==> config.mk <==
export PLATFORM = sky130hd
export DESIGN_NAME = gray_step_decoder
export DESIGN_NICKNAME = d
export VERILOG_FILES = /design/src/rtl/gray_step_decoder.sv
export SDC_FILE = /design/constraint.sdc
export NUM_CORES = 1
export LEC_CHECK = 0
export ABC_AREA = 1
export BUFFER_PORTS_ARGS = -buffer_cell sky130_fd_sc_hd__buf_2
export CAP_MARGIN = 20
export CORE_ASPECT_RATIO = 0.8
export CORE_MARGIN = 8
export CORE_UTILIZATION = 41
export CTS_CLUSTER_SIZE = 14
export DETAILED_ROUTE_END_ITERATION = 8
export SLEW_MARGIN = 20
export SYNTH_ARGS = -nofsm -noshare
export SYNTH_HDL_FRONTEND = slang
export SYNTH_SLANG_ARGS = --single-unit
==> constraint.sdc <==
create_clock -name clk -period 2.7 [get_ports clk]
set_input_delay 0.27 -clock clk [delete_from_list [all_inputs] [get_ports clk]]
set_output_delay 0.27 -clock clk [all_outputs]
set_load 0.01 [all_outputs]
==> src/rtl/gray_step_decoder.sv <==
// Gray-code position receiver: decodes a GW-bit Gray bus, classifies each sample as
// hold/up/down/illegal, and keeps a PW-bit relative position. Define POS_SAT_EN to saturate pos.
module gray_step_decoder #(
   parameter int unsigned GW = 3,
   parameter int unsigned PW = 8
) (
   input  logic          clk,
   input  logic          reset,
   input  logic [GW-1:0] gray_in,
   input  logic          sample_en,
   input  logic          err_clr,
   output logic [GW-1:0] bin_out,
   output logic          step,
   output logic          dir_up,
   output logic          err,
   output logic          locked,
   output logic [PW-1:0] pos
);

   typedef enum logic [1:0] {StUnlocked, StTrack, StFault} state_e;

   state_e        state_q, state_d;
   logic [GW-1:0] bin_q, bin_d;
   logic          step_q, step_d;
   logic          dir_q, dir_d;
   logic          err_q, err_d;
   logic [PW-1:0] pos_q, pos_d;

   logic [GW-1:0] bin_new;
   logic [GW-1:0] diff;
   logic [PW-1:0] pos_up;
   logic [PW-1:0] pos_dn;

   // Each binary bit is the XOR of all Gray bits at or above it.
   function automatic logic [GW-1:0] gray2bin(input logic [GW-1:0] g);
      logic [GW-1:0] b;
      b = '0;
      for (int i = 0; i < GW; i++) begin
         b[i] = ^(g >> i);
      end
      return b;
   endfunction

   assign bin_new = gray2bin(gray_in);
   assign diff    = bin_new - bin_q;

`ifdef POS_SAT_EN
   assign pos_up = (pos_q == {PW{1'b1}}) ? pos_q : pos_q + PW'(1);
   assign pos_dn = (pos_q == '0) ? pos_q : pos_q - PW'(1);
`else
   assign pos_up = pos_q + PW'(1);
   assign pos_dn = pos_q - PW'(1);
`endif

   always_comb begin
      state_d = state_q;
      bin_d   = bin_q;
      step_d  = 1'b0;
      dir_d   = dir_q;
      err_d   = 1'b0;
      pos_d   = pos_q;

      // err_clr takes priority over any sample in the same cycle.
      if (err_clr) begin
         state_d = StUnlocked;
      end else begin
         unique case (state_q)
            StUnlocked: begin
               if (sample_en) begin
                  bin_d   = bin_new;
                  state_d = StTrack;
               end
            end
            StTrack: begin
               if (sample_en) begin
                  if (diff == '0) begin
                     bin_d = bin_q;
                  end else if (diff == GW'(1)) begin
                     step_d = 1'b1;
                     dir_d  = 1'b1;
                     pos_d  = pos_up;
                     bin_d  = bin_new;
                  end else if (diff == {GW{1'b1}}) begin
                     step_d = 1'b1;
                     dir_d  = 1'b0;
                     pos_d  = pos_dn;
                     bin_d  = bin_new;
                  end else begin
                     err_d   = 1'b1;
                     state_d = StFault;
                  end
               end
            end
            StFault: begin
               state_d = StFault;
            end
            default: begin
               state_d = StUnlocked;
            end
         endcase
      end
   end

   always_ff @(posedge clk) begin
      if (reset) begin
         state_q <= StUnlocked;
         bin_q   <= '0;
         step_q  <= 1'b0;
         dir_q   <= 1'b0;
         err_q   <= 1'b0;
         pos_q   <= '0;
      end else begin
         state_q <= state_d;
         bin_q   <= bin_d;
         step_q  <= step_d;
         dir_q   <= dir_d;
         err_q   <= err_d;
         pos_q   <= pos_d;
      end
   end

   assign bin_out = bin_q;
   assign step    = step_q;
   assign dir_up  = dir_q;
   assign err     = err_q;
   assign locked  = (state_q == StTrack);
   assign pos     = pos_q;

endmodule
======== After elaboration in Yosys (flattened, before gate mapping) ========
Cells that the tools add are included.
storage, ports and cells
  memory bits (read-only) ................. 0
  bits of input ports ..................... 7
  latch bits .............................. 0
  memory bits (writable) .................. 0
  memories kept ........................... 0
  register bits after elaboration ......... 16
  logic and storage cells ................. 55
operators by class
  divide/modulo/power cells ............... 0
  mux-type cells .......................... 19
  add/sub/neg operators ................... 3
  bitwise gates (word level) .............. 4
  $mul .................................... 0
  $lt $le $gt $ge ......................... 0
  reduce and logical (&&, ||, !) cells .... 13
  equality and inequality tests ........... 10
  shift operators ......................... 0
operators by type and width
  operator                                                number
  two-way mux 8 bit                                       2
  two-way mux 3 bit                                       5
  two-way mux 2 bit                                       5
  inequality test 2 bit (second input constant)           5
  AND reduction 5 bit                                     2
  XOR reduction 3 bit                                     3
  adder 8 x 1 -> 8 bit (second input constant)            1
  subtractor 8 x 1 -> 8 bit (second input constant)       1
  case mux 2 bit (3 select lines)                         1
  case mux 3 bit (2 select lines)                         1
  AND reduction 6 bit                                     1
  OR reduction 6 bit                                      1
  two-way mux 1 bit                                       5
  OR reduction 5 bit                                      1
  NOT 1 bit                                               4
  nonzero test 2 bit                                      2
  == test 3 x 1 -> 1 bit (second input constant)          1
  == test 3 bit (second input constant)                   1
  zero test 3 bit                                         1
  inequality test 3 x 1 -> 1 bit (second input constant)  1
  subtractor 3 bit                                        1
  == test 2 x 1 -> 1 bit (second input constant)          1
  == test 2 bit (second input constant)                   1
  zero test 2 bit                                         1
  OR reduction 2 bit                                      1

======== Logic depth before layout (Yosys ltp) ========
Gate-level depths: netlist of the first run.
  depth in word-level cells ............... 8
  depth in mapped cells ................... 19

======== Worst setup path after synthesis of the first run ========
OpenSTA, ideal clock, no wires.
  path kind ............................... input to register
  from .................................... input gray_in[2]
  to ...................................... register pos_q[7] (netlist: pos[7])
  setup time .............................. 0.113 ns
  setup slack ............................. -0.205 ns
  path buffers ............................ 0
  data arrival time ....................... 2.792 ns
  cell stages on the path ................. 16
  cell sequence ........................... xor2_1 xnor2_1 ha_1 inv_1 fa_1 nor2_1 nand3_2 ha_1 nand3_1 nand3_1 a21oi_1 nand2_1 nand2_1 nor2_1 nor2_1 nor2_1
on the way
  word-level cells in the longest chain between the ends .. 5
RTL lines
  item                                                       RTL line  RTL
  start, declared                                            9         input logic [GW-1:0] gray_in,
  XOR reduction 3 bit                                        39        b[i] = ^(g >> i);
  subtractor 3 bit *                                         45        assign diff = bin_new - bin_q;
  == test 3 x 1 -> 1 bit (tied with other cells)             78        end else if (diff == GW'(1)) begin
  nonzero test 2 bit (no line) or NOT 1 bit (tied branches)  -
  AND reduction 5 bit (no line)                              -
  end signal, assigned                                       118       pos_q <= pos_d;
  end, declared                                              27        logic [PW-1:0] pos_q, pos_d;
Every way passes the cells marked *; elsewhere a longest branch is shown, timed or not.
A chain may end at the register's enable or synchronous reset.

======== Worst setup path after layout of the first run ========
  from .................................... input gray_in[1]
  to ...................................... register pos_q[6] (netlist: pos[6])
on the way
  word-level cells in the longest chain between the ends .. 5
RTL lines
  item                                                       RTL line  RTL
  XOR reduction 3 bit *                                      39
  net bin_new[1]                                             29        logic [GW-1:0] bin_new;
  subtractor 3 bit *                                         45
  == test 3 x 1 -> 1 bit (tied with other cells)             78
  nonzero test 2 bit (no line) or NOT 1 bit (tied branches)  -
  AND reduction 5 bit (no line)                              -
Mark *: on every way through the listed nets, which the timed path passes. The rest lies on a longest branch.

==> metrics.txt, run 1 <==
# TYPE chip_impl_metric gauge
chip_impl_metric{name="gr-total-overflow",unit=""} 0
chip_impl_metric{name="p_int",unit="uW"} 525
chip_impl_metric{name="postCtsHoldBufs",unit=""} 0
chip_impl_metric{name="nFillCells",unit=""} 228
chip_impl_info{name="mostFrequentLayoutCells",value="sky130_fd_sc_hd__nand2_1 (25), sky130_fd_sc_hd__nor2_1 (20), sky130_fd_sc_hd__buf_4 (20)"} 1
chip_impl_metric{name="finalInstanceArea",unit="mm2"} 0.00174
chip_impl_metric{name="synth_cell_types",unit=""} 27
chip_impl_metric{name="power.sequential.fraction",unit=""} 0.300
chip_impl_metric{name="dieArea",unit="mm2"} 0.00483
chip_impl_metric{name="largest_net_degree_at_the_start_of_global_routing",unit=""} 16
chip_impl_info{name="cp-end-kind",value="flop"} 1
chip_impl_info{name="timing.critical_path.mode_cell",value="sky130_fd_sc_hd__fa_2"} 1
chip_impl_metric{name="core",unit="mm2"} 0.00274
chip_impl_metric{name="max-cap-violations",unit=""} 0
chip_impl_metric{name="finalMaxSlewViolations",unit=""} 0
chip_impl_metric{name="setup_viol_count_final",unit=""} 0
chip_impl_metric{name="cts.htree.levels",unit=""} 1
chip_impl_metric{name="initial_antenna_violation_count",unit=""} 0
chip_impl_metric{name="vias_per_cell",unit=""} 4.88
chip_impl_metric{name="postSynthCellCount",unit=""} 157
chip_impl_metric{name="worst_pin_slew",unit="ns"} 0.323
chip_impl_metric{name="clock_insertion_delay_worst_skew",unit="ns"} 0.31
chip_impl_metric{name="dp_cells",unit=""} 230
chip_impl_metric{name="switching_share",unit=""} 0.383
chip_impl_metric{name="design_power_total",unit="uW"} 850
chip_impl_metric{name="timing.final.crit_period",unit="ns"} 2.61
chip_impl_metric{name="total_leakage_power",unit="nW"} 0.847
chip_impl_metric{name="drc",unit=""} 0
chip_impl_metric{name="multiInputGateArea",unit="um2"} 975
chip_impl_metric{name="synth_warnings",unit=""} 0
chip_impl_info{name="rsz0062_at_grt",value="yes"} 1
chip_impl_metric{name="post_dp_cell_area",unit="mm2"} 0.00146
chip_impl_info{name="critical_path.slowest_cell",value="sky130_fd_sc_hd__fa_2"} 1
chip_impl_metric{name="die_w",unit="um"} 75.7
chip_impl_metric{name="grt_pass1_wl",unit="mm"} 4.65
chip_impl_metric{name="start_util",unit=""} 0.426
chip_impl_metric{name="cp_num_buf_inv",unit=""} 3
chip_impl_metric{name="fin_setup_tns",unit="ns"} 0
chip_impl_metric{name="sequential_cell_area_fraction_in_the_yosys_report",unit=""} 0.274
chip_impl_metric{name="slew-limit-headroom",unit=""} 0.783
chip_impl_info{name="tritoncts",value="yes"} 1
chip_impl_metric{name="mappedNetlistArea",unit="mm2"} 0.00117
chip_impl_info{name="cts_root_buffer",value="sky130_fd_sc_hd__clkbuf_4"} 1
chip_impl_metric{name="hold_ws",unit="ns"} 0.208
chip_impl_metric{name="critical_path_arrival",unit="ns"} 2.81
chip_impl_metric{name="p_clk_frac",unit=""} 0.203
chip_impl_info{name="leading_cell_type_in_the_layout_fill_and_taps_excluded",value="sky130_fd_sc_hd__nand2_1"} 1
chip_impl_metric{name="drtAntennaViolNets",unit=""} 0
chip_impl_metric{name="comb_power_share",unit=""} 0.497
chip_impl_metric{name="worst_ir_drop_vdd",unit="mV"} 0.251
chip_impl_metric{name="clkSinkCount",unit=""} 16
chip_impl_metric{name="final_cell_count_no_fill",unit=""} 242
chip_impl_metric{name="port-buffer-count",unit=""} 21
chip_impl_metric{name="floorplan.rows",unit=""} 17
chip_impl_metric{name="drt_first_iter_violations",unit=""} 51
chip_impl_metric{name="detail_route.first_pass.iterations",unit=""} 4
chip_impl_info{name="hold_path.class",value="primary input to flop"} 1
chip_impl_metric{name="skew",unit="ns"} 0.00345
chip_impl_metric{name="vias",unit=""} 1182
chip_impl_metric{name="fraction_of_final_layout_cells_sized_beyond_drive_strength_1",unit=""} 0.471
chip_impl_info{name="setup.worst_path.class",value="primary input to flop"} 1
chip_impl_metric{name="synth.net_count",unit=""} 177
chip_impl_metric{name="route.detailed.wl_per_inst",unit="um"} 12.8
chip_impl_metric{name="worst_path_largest_cell_delay",unit="ns"} 0.47
chip_impl_metric{name="die_h",unit="um"} 63.8
chip_impl_metric{name="gp_routability_congestion",unit=""} 0.834
chip_impl_metric{name="syn_area_per_cell",unit="um2"} 7.45
chip_impl_metric{name="power-per-cell-area",unit="mW/mm2"} 489
chip_impl_metric{name="final-seq-area",unit="um2"} 320
chip_impl_metric{name="total_length_of_routed_wires",unit="mm"} 3.10
chip_impl_metric{name="grt_pass1_vias",unit=""} 1089
chip_impl_metric{name="fin_nets",unit=""} 225
chip_impl_metric{name="clk_transition_reported_paths",unit="ns"} 0.11
chip_impl_info{name="critPathTopFamily",value="adder cells"} 1
chip_impl_info{name="cells_along_the_critical_path",value="buf_8, xor2_4, xnor2_2, ha_2, inv_2, fa_2, nor2_4, nand3_4, buf_6, fa_2, nand4_1, nand3_2, xnor2_1, a21oi_1"} 1
chip_impl_metric{name="peak_fanout_along_the_critical_path",unit=""} 5
chip_impl_metric{name="p_switching",unit="uW"} 325
chip_impl_metric{name="tritoncts.num_buffers",unit=""} 3
chip_impl_metric{name="synth-seq-cells",unit=""} 16
chip_impl_metric{name="max_clock_freq",unit="GHz"} 0.383
chip_impl_metric{name="cts-root-to-sink-buffers",unit=""} 2
chip_impl_info{name="status",value="finished, final reports clean"} 1
chip_impl_metric{name="crit_required",unit="ns"} 2.90
chip_impl_metric{name="syn_to_final_growth",unit="%"} 48.8
chip_impl_metric{name="boundaryPins",unit=""} 22
chip_impl_metric{name="dpl.hpwl",unit="mm"} 2.18
chip_impl_info{name="setup.worst_path.start_class",value="primary input"} 1
chip_impl_metric{name="gr-usage-all-layers",unit=""} 0.122
chip_impl_metric{name="diodes",unit=""} 0
chip_impl_metric{name="min_period_over_period",unit=""} 0.968
chip_impl_metric{name="finalHoldViolCount",unit=""} 0
## state kept, by name, summed over array words and instances (netlist names)
signal and flops:
bin_out 3, step 1, err 1, dir_up 1, state_q 2, pos 8
## worst register-to-register path, cell delays in order, from the launching register on
cell	delay, ns
sky130_fd_sc_hd__dfxtp_1	0.38
sky130_fd_sc_hd__ha_2	0.19
sky130_fd_sc_hd__inv_2	0.04
sky130_fd_sc_hd__fa_2	0.47
sky130_fd_sc_hd__nor2_4	0.20
sky130_fd_sc_hd__nand3_4	0.19
sky130_fd_sc_hd__buf_6	0.17
sky130_fd_sc_hd__fa_2	0.37
sky130_fd_sc_hd__nand4_1	0.13
sky130_fd_sc_hd__nand3_2	0.09
sky130_fd_sc_hd__xnor2_1	0.16
sky130_fd_sc_hd__a21oi_1	0.08
## logic make-up (layout without fill, tap and decap cells)
| logic type | count (synthesis) | in the layout | share of synthesized area |
|---|---|---|---|
| XOR/XNOR | 7 | 7 | 0.0524 |
| AND/OR/NAND/NOR | 81 | 82 | 0.348 |
| buffers and inverters | 19 | 65 | 0.0706 |
| flip-flops | 16 | 16 | 0.274 |
| adder cells (fa/ha/maj) | 13 | 13 | 0.152 |
| AO/OA/AOI/OAI | 21 | 21 | 0.104 |
## metal layers
layer / global-route usage / share of wire
met3: 0.0467 / 0.047
met2: 0.203 / 0.51
met5: 0 / 0
met4: 0.0431 / 0.010
met1: 0.138 / 0.43
## per-stage QoR
step,util,setup WS (ns)
finish,0.634,0.0874
global route,0.634,-0.0595
floorplan,-,-0.0394
CTS,0.546,0.0535
detailed placement,0.533,-0.277
global placement,0.533,-0.207
## power by group through the flow
stage | logic [mW] | registers (mW) | clock network (mW)
floorplan | 0.225 | 0.263 | 0
global placement | 0.312 | 0.259 | 0
detailed placement | 0.325 | 0.260 | 0
CTS | 0.325 | 0.255 | 0.182
global route | 0.462 | 0.257 | 0.187
finish | 0.422 | 0.255 | 0.173
## what timing repair did
item,in CTS,in global routing
endpoints found under the setup margin,0,5
buffers inserted,0,7
gates resized for setup,0,35
hold endpoints to repair,0,0
## final timing paths
path,start,to,slack [ns],cells past startpoint
setup / recovery,gray_in[1],pos[6],0.09,14
hold / removal,reset,pos[2],0.21,2
setup reg to reg,bin_out[0],pos[6],0.14,11
hold reg to reg,dir_up,dir_up,0.47,2
## synthesized netlist by cell type
cell | n | share of area
sky130_fd_sc_hd__nand2_2 | 5 | 0.027
sky130_fd_sc_hd__nand2_4 | 3 | 0.029
sky130_fd_sc_hd__nor3_1 | 1 | 0.0043
sky130_fd_sc_hd__nand4_1 | 3 | 0.016
sky130_fd_sc_hd__nand3_2 | 3 | 0.026
sky130_fd_sc_hd__buf_8 | 1 | 0.013
sky130_fd_sc_hd__nor3b_1 | 1 | 0.0064
sky130_fd_sc_hd__o21ai_1 | 2 | 0.0086
sky130_fd_sc_hd__inv_2 | 4 | 0.013
sky130_fd_sc_hd__a21o_1 | 1 | 0.0064
sky130_fd_sc_hd__a21oi_2 | 2 | 0.015
sky130_fd_sc_hd__nor2_4 | 1 | 0.0096
sky130_fd_sc_hd__o21bai_1 | 2 | 0.013
sky130_fd_sc_hd__inv_1 | 14 | 0.045
sky130_fd_sc_hd__o21ai_0 | 4 | 0.017
sky130_fd_sc_hd__a21oi_1 | 9 | 0.038
sky130_fd_sc_hd__xnor2_1 | 4 | 0.030
sky130_fd_sc_hd__nor2_8 | 1 | 0.017
sky130_fd_sc_hd__dfxtp_1 | 16 | 0.27
sky130_fd_sc_hd__nor4_1 | 1 | 0.0054
sky130_fd_sc_hd__nand3_1 | 8 | 0.034
sky130_fd_sc_hd__a31oi_1 | 1 | 0.0054
sky130_fd_sc_hd__fa_1 | 2 | 0.034
sky130_fd_sc_hd__nand2_1 | 31 | 0.099
sky130_fd_sc_hd__nor2_1 | 23 | 0.074
sky130_fd_sc_hd__ha_1 | 11 | 0.12
sky130_fd_sc_hd__xor2_1 | 3 | 0.022
## layout make-up
cell class	instances	area share
multi-input cells	123	0.560
flip-flops and latches	16	0.184
repair buffers	43	0.169
inverters	18	0.0388
well taps	38	0.0273
clock buffers	4	0.0208
Power figures use the tool's default switching activity.
==> run 2, diff against run 1 <==
--- a/config.mk
+++ b/config.mk
@@ -5,11 +5,8 @@
 export SDC_FILE = /design/constraint.sdc
 export NUM_CORES = 1
 export LEC_CHECK = 0
-export ABC_AREA = 1
 export BUFFER_PORTS_ARGS = -buffer_cell sky130_fd_sc_hd__buf_2
-export CAP_MARGIN = 20
 export CORE_ASPECT_RATIO = 0.8
-export CORE_MARGIN = 8
 export CORE_UTILIZATION = 41
 export CTS_CLUSTER_SIZE = 14
 export DETAILED_ROUTE_END_ITERATION = 8
==> run 2 against run 1 <==
The run now ends with setup timing left. Routed wire length is 15% lower. Total power down 19%. Sequential share of layout area grew 0.46 points. Worst setup slack lost 0.47 ns. Utilization grew 2.8 points. Synthesized cell count decreased by 23%. Clock power fell by 27%. Area after synthesis shrank 1.5%. Via count fell by 15%. Critical path type unchanged.
==> metrics.txt, run 2 <==
# TYPE chip_impl_metric gauge
chip_impl_info{name="status",value="finished, violations left"} 1
chip_impl_info{name="synth_top_cells_by_area",value="sky130_fd_sc_hd__dfxtp_1 (28%), sky130_fd_sc_hd__ha_1 (12%), sky130_fd_sc_hd__mux2i_1 (9.6%), sky130_fd_sc_hd__nor2_1 (5.2%), sky130_fd_sc_hd__a21oi_1 (3.5%)"} 1
chip_impl_metric{name="vias",unit=""} 1009
chip_impl_metric{name="gr-usage-all-layers",unit=""} 0.212
chip_impl_metric{name="dpl.hpwl",unit="mm"} 1.92
chip_impl_metric{name="syn_area_per_cell",unit="um2"} 9.52
chip_impl_info{name="reg2reg_to",value="pos[7]"} 1
chip_impl_info{name="cts_root_buffer",value="sky130_fd_sc_hd__clkbuf_4"} 1
chip_impl_metric{name="start_util",unit=""} 0.450
chip_impl_metric{name="die_w",unit="um"} 61.3
chip_impl_info{name="yosys_most_used_dff",value="sky130_fd_sc_hd__dfxtp_1"} 1
chip_impl_metric{name="syn_to_final_growth",unit="%"} 47.3
chip_impl_metric{name="sequential_cell_area_fraction_in_the_yosys_report",unit=""} 0.278
chip_impl_metric{name="worst_ir_drop_vdd",unit="mV"} 0.202
chip_impl_metric{name="finalHoldViolCount",unit=""} 0
chip_impl_info{name="hold_path.class",value="primary input to flop"} 1
chip_impl_metric{name="number_of_enable_type_register_cells_in_the_synthesized_netlist",unit=""} 0
chip_impl_metric{name="die_h",unit="um"} 49.4
chip_impl_metric{name="power-per-cell-area",unit="mW/mm2"} 403
chip_impl_metric{name="synth_largest_type_area_fraction",unit=""} 0.278
chip_impl_metric{name="slew-limit-headroom",unit=""} 0.749
chip_impl_info{name="violations",value="setup timing"} 1
chip_impl_metric{name="core",unit="mm2"} 0.00256
chip_impl_metric{name="asyncSetResetFlopFracSynth",unit=""} 0
chip_impl_metric{name="drtAntennaViolNets",unit=""} 0
chip_impl_metric{name="floorplan.rows",unit=""} 16
chip_impl_metric{name="peak_fanout_along_the_critical_path",unit=""} 7
chip_impl_metric{name="timing.final.crit_period",unit="ns"} 3.08
chip_impl_metric{name="max_clock_freq",unit="GHz"} 0.325
chip_impl_metric{name="cts.htree.levels",unit=""} 1
chip_impl_metric{name="skew",unit="ns"} 0.00729
chip_impl_metric{name="postCtsHoldBufs",unit=""} 0
chip_impl_metric{name="fraction_of_final_layout_cells_sized_beyond_drive_strength_1",unit=""} 0.488
chip_impl_metric{name="synth_warnings",unit=""} 0
chip_impl_metric{name="critical_path_arrival",unit="ns"} 3.26
chip_impl_metric{name="drt_first_iter_violations",unit=""} 16
chip_impl_metric{name="grt_pass1_vias",unit=""} 1062
chip_impl_info{name="critical_path.reg2reg.startpoint",value="bin_out[0]"} 1
chip_impl_metric{name="clk_transition_reported_paths",unit="ns"} 0.09
chip_impl_info{name="timing.critical_path.to",value="pos[7]"} 1
chip_impl_metric{name="clock_insertion_delay_worst_skew",unit="ns"} 0.29
chip_impl_metric{name="boundaryPins",unit=""} 22
chip_impl_metric{name="post_dp_cell_area",unit="mm2"} 0.00154
chip_impl_metric{name="detail_route.first_pass.iterations",unit=""} 4
chip_impl_metric{name="setup.reg_to_reg.worst_slack",unit="ns"} -0.30
chip_impl_metric{name="min_period_over_period",unit=""} 1.14
chip_impl_info{name="setup.worst_path.start_class",value="primary input"} 1
chip_impl_metric{name="largest_net_degree_at_the_start_of_global_routing",unit=""} 18
chip_impl_metric{name="design_power_total",unit="uW"} 685
chip_impl_metric{name="worst-r2r-cell-count",unit=""} 11
chip_impl_metric{name="finalMaxSlewViolations",unit=""} 0
chip_impl_info{name="yosys-top-cells-count",value="sky130_fd_sc_hd__dfxtp_1 (16), sky130_fd_sc_hd__nor2_1 (16), sky130_fd_sc_hd__ha_1 (11), sky130_fd_sc_hd__mux2i_1 (11), sky130_fd_sc_hd__a21oi_1 (8)"} 1
chip_impl_metric{name="drc",unit=""} 0
chip_impl_metric{name="total_leakage_power",unit="nW"} 0.786
chip_impl_metric{name="largest_register_ff_count",unit=""} 8
chip_impl_metric{name="mappedNetlistArea",unit="mm2"} 0.00115
chip_impl_metric{name="met1Wirelength",unit="mm"} 1.30
chip_impl_metric{name="met3_wirelength",unit="um"} 92
chip_impl_info{name="launch_point_of_the_worst_hold_path",value="err_clr"} 1
chip_impl_metric{name="worst_pin_slew",unit="ns"} 0.376
chip_impl_metric{name="fin_nets",unit=""} 192
chip_impl_info{name="timing.critical_path.from",value="gray_in[2]"} 1
chip_impl_metric{name="max-cap-violations",unit=""} 0
chip_impl_metric{name="cts-root-to-sink-buffers",unit=""} 2
chip_impl_metric{name="dieArea",unit="mm2"} 0.00303
chip_impl_info{name="mostFrequentLayoutCells",value="sky130_fd_sc_hd__buf_4 (21), sky130_fd_sc_hd__buf_2 (19), sky130_fd_sc_hd__nor2_1 (16), sky130_fd_sc_hd__dfxtp_1 (16), sky130_fd_sc_hd__mux2i_1 (11)"} 1
chip_impl_metric{name="gr-total-overflow",unit=""} 0
chip_impl_metric{name="setup_ws",unit="ns"} -0.378
chip_impl_info{name="tritoncts",value="yes"} 1
chip_impl_metric{name="clkSinkCount",unit=""} 16
chip_impl_metric{name="tritoncts.num_buffers",unit=""} 3
chip_impl_info{name="synthDominantAreaCellType",value="sky130_fd_sc_hd__dfxtp_1"} 1
chip_impl_metric{name="postLayoutCoreUtil",unit=""} 0.663
chip_impl_info{name="setup.worst_path.class",value="primary input to flop"} 1
chip_impl_metric{name="port-buffer-count",unit=""} 21
chip_impl_metric{name="postSynthCellCount",unit=""} 121
chip_impl_metric{name="grt_pass1_wl",unit="mm"} 4.75
chip_impl_metric{name="dr_wl_met2",unit="mm"} 1.20
chip_impl_metric{name="synth.net_count",unit=""} 141
chip_impl_metric{name="diodes",unit=""} 0
chip_impl_metric{name="crit_required",unit="ns"} 2.88
chip_impl_metric{name="initial_antenna_violation_count",unit=""} 0
chip_impl_info{name="leading_cell_type_in_the_layout_fill_and_taps_excluded",value="sky130_fd_sc_hd__buf_4"} 1
chip_impl_metric{name="gp_routability_congestion",unit=""} 0.750
chip_impl_metric{name="synth-seq-cells",unit=""} 16
chip_impl_info{name="cp-end-kind",value="flop"} 1
chip_impl_metric{name="total_length_of_routed_wires",unit="mm"} 2.62
chip_impl_metric{name="vias_per_cell",unit=""} 4.90
chip_impl_metric{name="route.detailed.wl_per_inst",unit="um"} 12.7
chip_impl_metric{name="finalInstanceArea",unit="mm2"} 0.00170
chip_impl_metric{name="setup_viol_count_final",unit=""} 5
chip_impl_info{name="rsz0062_at_grt",value="yes"} 1
chip_impl_metric{name="synth_cell_types",unit=""} 37
chip_impl_info{name="route.top_layer_used",value="met4"} 1
## run 2: through the flow
step	hold WS, ns	cells	TNS [ns]	worst slack (ns)
6_report	0.190	206	-0.954	-0.378
5_1_grt	0.179	206	-1.67	-0.507
4_1_cts	0.171	202	-0.974	-0.378
3_5_place_dp	0.472	197	-4.04	-0.772
3_3_place_gp	0.471	197	-3.37	-0.661
2_1_floorplan	0.346	121	-1.75	-0.572
## run 2: kinds of logic (layout without fill, tap and decap cells)
family                   Yosys count  count (layout)  share of synthesized area
AO/OA/AOI/OAI                     23              23                      0.136
XOR/XNOR                           8               8                     0.0738
adder cells (fa/ha/maj)           13              13                      0.154
buffers and inverters              9              58                     0.0543
flip-flops                        16              16                      0.278
multiplexers                      12              12                      0.105
AND/OR/NAND/NOR                   40              40                      0.199
## run 2: worst max-delay path, cell delays in order
cell and delay, ns:
sky130_fd_sc_hd__buf_8 0.11, sky130_fd_sc_hd__xor2_4 0.18, sky130_fd_sc_hd__xnor2_2 0.15, sky130_fd_sc_hd__ha_2 0.20, sky130_fd_sc_hd__inv_2 0.03, sky130_fd_sc_hd__fa_2 0.32, sky130_fd_sc_hd__xnor3_2 0.23, sky130_fd_sc_hd__or3_4 0.44
sky130_fd_sc_hd__ha_4 0.26, sky130_fd_sc_hd__a211oi_4 0.24, sky130_fd_sc_hd__o211ai_1 0.12, sky130_fd_sc_hd__a21oi_2 0.16, sky130_fd_sc_hd__mux2i_1 0.21, sky130_fd_sc_hd__mux2_2 0.34
## run 2: layer usage
metal / vias up / track usage
met4: 0 / 0.0341
met1: 460 / 0.284
met2: 20 / 0.335
li1: 525 / -
met5: - / 0
met3: 4 / 0.0663
## run 2: worst min-delay path by stage
stage                      end  depth (start not counted)  slack [ns]
floorplan                  err                          1        0.35
global placement        dir_up                          2        0.47
detailed placement      dir_up                          2        0.47
CTS                 state_q[0]                          2        0.17
global route        state_q[1]                          2        0.18
finish              state_q[0]                          2        0.19
## run 2: layout make-up
type | count | area [um2]
Tap cell | 36 | 45.0
Clock buffer | 3 | 22.5
Timing Repair Buffer | 49 | 358
Fill cell | 213 | 865
Inverter | 6 | 22.5
Sequential cell | 16 | 320
Multi-Input combinational cell | 96 | 930
## run 2: what timing repair did
item / in CTS / in global routing
setup endpoints to repair: 6 / 9
setup buffers: 2 / 6
pin swaps: 8 / 11
hold endpoints to repair: 0 / 0
gates resized for setup: 9 / 15
gates cloned: 0 / 0
## run 2: report_power, final
part | leakage (nW) | internal, mW | switching (mW)
clock | 0.0138 | 0.0518 | 0.0751
combinational | 0.643 | 0.169 | 0.141
sequential | 0.129 | 0.243 | 0.00565
total | 0.786 | 0.463 | 0.222
==> run 3, diff against run 2 <==
--- a/config.mk
+++ b/config.mk
@@ -5,9 +5,10 @@
 export SDC_FILE = /design/constraint.sdc
 export NUM_CORES = 1
 export LEC_CHECK = 0
+export ABC_AREA = 1
 export BUFFER_PORTS_ARGS = -buffer_cell sky130_fd_sc_hd__buf_2
 export CORE_ASPECT_RATIO = 0.8
-export CORE_UTILIZATION = 41
+export CORE_UTILIZATION = 35
 export CTS_CLUSTER_SIZE = 14
 export DETAILED_ROUTE_END_ITERATION = 8
 export SLEW_MARGIN = 20
==> run 3 against run 2 <==
The run now ends clean. Non-clock buffer count shrank 13. Critical endpoint unchanged. Global-route usage fell by 5.6 points. Clock-buffer cell count grew 1. Utilization is 12 points lower. Total power increased by 31%. Clock skew shrank 0.0064 ns. Sequential cell count unchanged. Sequential power up 3%.
==> metrics.txt, run 3 (synthesized netlist as in run 1, its figures left out) <==
# TYPE chip_impl_metric gauge
chip_impl_info{name="status",value="finished, final reports clean"} 1
chip_impl_info{name="leading_cell_type_in_the_layout_fill_and_taps_excluded",value="sky130_fd_sc_hd__nand2_1"} 1
chip_impl_metric{name="comb_power_share",unit=""} 0.468
chip_impl_metric{name="boundaryPins",unit=""} 22
chip_impl_info{name="tritoncts",value="yes"} 1
chip_impl_metric{name="port-buffer-count",unit=""} 21
chip_impl_metric{name="dieArea",unit="mm2"} 0.00358
chip_impl_metric{name="power-per-cell-area",unit="mW/mm2"} 528
chip_impl_metric{name="tritoncts.num_buffers",unit=""} 3
chip_impl_metric{name="dpl.hpwl",unit="mm"} 2.00
chip_impl_metric{name="setup_ws",unit="ns"} 0.0771
chip_impl_metric{name="postCtsHoldBufs",unit=""} 0
chip_impl_info{name="critical_path.reg2reg.startpoint",value="bin_out[0]"} 1
chip_impl_info{name="cp-end-kind",value="flop"} 1
chip_impl_info{name="setup.worst_path.start_class",value="primary input"} 1
chip_impl_metric{name="gr-total-overflow",unit=""} 0
chip_impl_metric{name="largest_net_degree_at_the_start_of_global_routing",unit=""} 16
chip_impl_metric{name="initial_antenna_violation_count",unit=""} 0
chip_impl_metric{name="skew",unit="ns"} 0.000918
chip_impl_metric{name="min_period_over_period",unit=""} 0.971
chip_impl_metric{name="diodes",unit=""} 0
chip_impl_metric{name="max-cap-violations",unit=""} 0
chip_impl_metric{name="fraction_of_final_layout_cells_sized_beyond_drive_strength_1",unit=""} 0.437
chip_impl_metric{name="total_leakage_power",unit="nW"} 0.805
chip_impl_metric{name="peak_fanout_along_the_critical_path",unit=""} 5
chip_impl_metric{name="switching_share",unit=""} 0.371
chip_impl_metric{name="cts-root-to-sink-buffers",unit=""} 2
chip_impl_metric{name="worst-r2r-cell-count",unit=""} 15
chip_impl_metric{name="final_cell_count_no_fill",unit=""} 237
chip_impl_metric{name="timing.final.crit_period",unit="ns"} 2.62
chip_impl_metric{name="syn_to_final_growth",unit="%"} 45.3
chip_impl_metric{name="postLayoutCoreUtil",unit=""} 0.543
chip_impl_info{name="critical_path.slowest_cell",value="sky130_fd_sc_hd__fa_2"} 1
chip_impl_info{name="whs_endpoint",value="pos[2]"} 1
chip_impl_metric{name="core",unit="mm2"} 0.00313
chip_impl_metric{name="clock_insertion_delay_worst_skew",unit="ns"} 0.26
chip_impl_metric{name="drc",unit=""} 0
chip_impl_metric{name="drtAntennaViolNets",unit=""} 0
chip_impl_metric{name="total_length_of_routed_wires",unit="mm"} 2.80
chip_impl_metric{name="detailedPlace.worstSlack",unit="ns"} -0.247
chip_impl_metric{name="worst_pin_slew",unit="ns"} 0.239
chip_impl_info{name="setup.worst_path.class",value="primary input to flop"} 1
chip_impl_metric{name="finalHoldViolCount",unit=""} 0
chip_impl_metric{name="route.detailed.wl_per_inst",unit="um"} 11.8
chip_impl_metric{name="max_clock_freq",unit="GHz"} 0.381
chip_impl_metric{name="vias",unit=""} 1125
chip_impl_metric{name="die_h",unit="um"} 53.7
chip_impl_info{name="hold_path.class",value="primary input to flop"} 1
chip_impl_metric{name="grt_pass1_wl",unit="mm"} 4.12
chip_impl_metric{name="min_path_cells",unit=""} 2
chip_impl_info{name="cells_along_the_critical_path",value="buf_8, xor2_4, xnor2_2, ha_2, inv_2, fa_2, nor2_4, nand3_4, ha_4, nand2_2, nor2_4, nand2_2, nand3_2, nand2_2, nand2_1, nor2_1, nor2_1, nor2_1"} 1
chip_impl_metric{name="detail_route.first_pass.iterations",unit=""} 4
chip_impl_info{name="critPathTopFamily",value="simple AND/OR/NAND/NOR gates"} 1
chip_impl_metric{name="hold_ws",unit="ns"} 0.258
chip_impl_metric{name="drt_first_iter_violations",unit=""} 56
chip_impl_metric{name="crit_required",unit="ns"} 2.86
chip_impl_metric{name="finalMaxSlewViolations",unit=""} 0
chip_impl_metric{name="critical_path_arrival",unit="ns"} 2.78
chip_impl_metric{name="p_clk_frac",unit=""} 0.247
chip_impl_info{name="mostFrequentLayoutCells",value="sky130_fd_sc_hd__nand2_1 (24), sky130_fd_sc_hd__nor2_1 (21), sky130_fd_sc_hd__buf_2 (19)"} 1
chip_impl_metric{name="dp_cells",unit=""} 230
chip_impl_metric{name="worst_path_largest_cell_delay",unit="ns"} 0.47
chip_impl_metric{name="clk_transition_reported_paths",unit="ns"} 0.07
chip_impl_metric{name="power.sequential.fraction",unit=""} 0.285
chip_impl_metric{name="worst_ir_drop_vdd",unit="mV"} 0.289
chip_impl_info{name="cts_root_buffer",value="sky130_fd_sc_hd__clkbuf_8"} 1
chip_impl_metric{name="largest_register_ff_count",unit=""} 8
chip_impl_metric{name="die_w",unit="um"} 66.6
chip_impl_metric{name="gp_routability_congestion",unit=""} 0.750
chip_impl_metric{name="setup_viol_count_final",unit=""} 0
chip_impl_metric{name="vias_per_cell",unit=""} 4.75
chip_impl_metric{name="grt_pass1_vias",unit=""} 939
chip_impl_metric{name="clkSinkCount",unit=""} 16
chip_impl_info{name="launch_point_of_the_worst_hold_path",value="reset"} 1
chip_impl_info{name="rsz0062_at_grt",value="yes"} 1
chip_impl_metric{name="slew-limit-headroom",unit=""} 0.841
chip_impl_metric{name="gr-usage-all-layers",unit=""} 0.156
chip_impl_metric{name="start_util",unit=""} 0.374
chip_impl_metric{name="cp_num_buf_inv",unit=""} 2
chip_impl_metric{name="p_int",unit="uW"} 565
chip_impl_metric{name="setup.reg_to_reg.worst_slack",unit="ns"} 0.18
chip_impl_metric{name="fin_nets",unit=""} 218
chip_impl_metric{name="floorplan.rows",unit=""} 18
chip_impl_metric{name="cts.htree.levels",unit=""} 1
chip_impl_info{name="reg2reg_to",value="pos[7]"} 1
chip_impl_metric{name="p_switching",unit="uW"} 333
-- run 3: cell count changes in the layout (fill, tap and decap cells not counted), moves of 5 or more --
cell                      delta
sky130_fd_sc_hd__buf_4       -6
sky130_fd_sc_hd__nor2_1      +5
sky130_fd_sc_hd__nand2_1    +18
sky130_fd_sc_hd__inv_1       +7
sky130_fd_sc_hd__buf_6       -7
sky130_fd_sc_hd__nand2_2    +11
sky130_fd_sc_hd__mux2i_1    -11
sky130_fd_sc_hd__inv_2       +5
-- run 3: power groups by stage --
stage	Combinational [mW]	Clock [mW]	Sequential, mW
after CTS	0.327	0.233	0.255
final	0.420	0.222	0.256
after global placement	0.317	0	0.259
after detailed placement	0.324	0	0.260
after global routing	0.462	0.237	0.257
after floorplan	0.225	0	0.263
-- run 3: timing repair --
action | CTS | global route
buffers inserted | 0 | 2
resized for setup | 0 | 33
endpoints found under the setup margin | 0 | 5
-- run 3: routing by layer --
layer  track usage  wire length [um]  up-vias
met3        0.0508               120        5
met5             0                 0        -
met4        0.0319                20        0
met2         0.264              1350       22
met1         0.193              1310      510
li1              -                 -      588
-- run 3: area by class of cell --
class | count | area [um2]
Clock buffer | 4 | 55.1
Fill cell | 286 | 1430
Inverter | 18 | 67.6
Multi-Input combinational cell | 123 | 973
Sequential cell | 16 | 320
Tap cell | 40 | 50.0
Timing Repair Buffer | 36 | 234
-- run 3: how the worst max path moves through the flow --
stage                from     end  slack (ns)  cells past startpoint
2_1_floorplan  gray_in[2]  pos[7]       -0.04                     16
3_3_place_gp   gray_in[2]  pos[4]       -0.17                     13
3_5_place_dp   gray_in[2]  pos[7]       -0.25                     17
4_1_cts        gray_in[2]  pos[7]       0.004                     18
5_1_grt        gray_in[1]  pos[7]       -0.09                     18
6_report       gray_in[1]  pos[7]        0.08                     18
-- run 3: through the flow --
stage / setup TNS, ns / area [um2] / power (mW)
final: 0 / 1700 / 0.898
after global routing: -0.106 / 1700 / 0.955
after CTS: 0 / 1510 / 0.814
after detailed placement: -0.959 / 1450 / 0.584
after global placement: -0.722 / 1450 / 0.576
after floorplan: -0.0732 / 1210 / 0.487
-- run 3: worst register-to-register path: cells and delay by family, from the launching register on --
| family | cells | cell delay (ns) |
|---|---|---|
| simple gates | 11 | 1.00 |
| fa+ha+maj | 3 | 1.01 |
| buf+inv | 1 | 0.04 |
| flops | 1 | 0.37 |
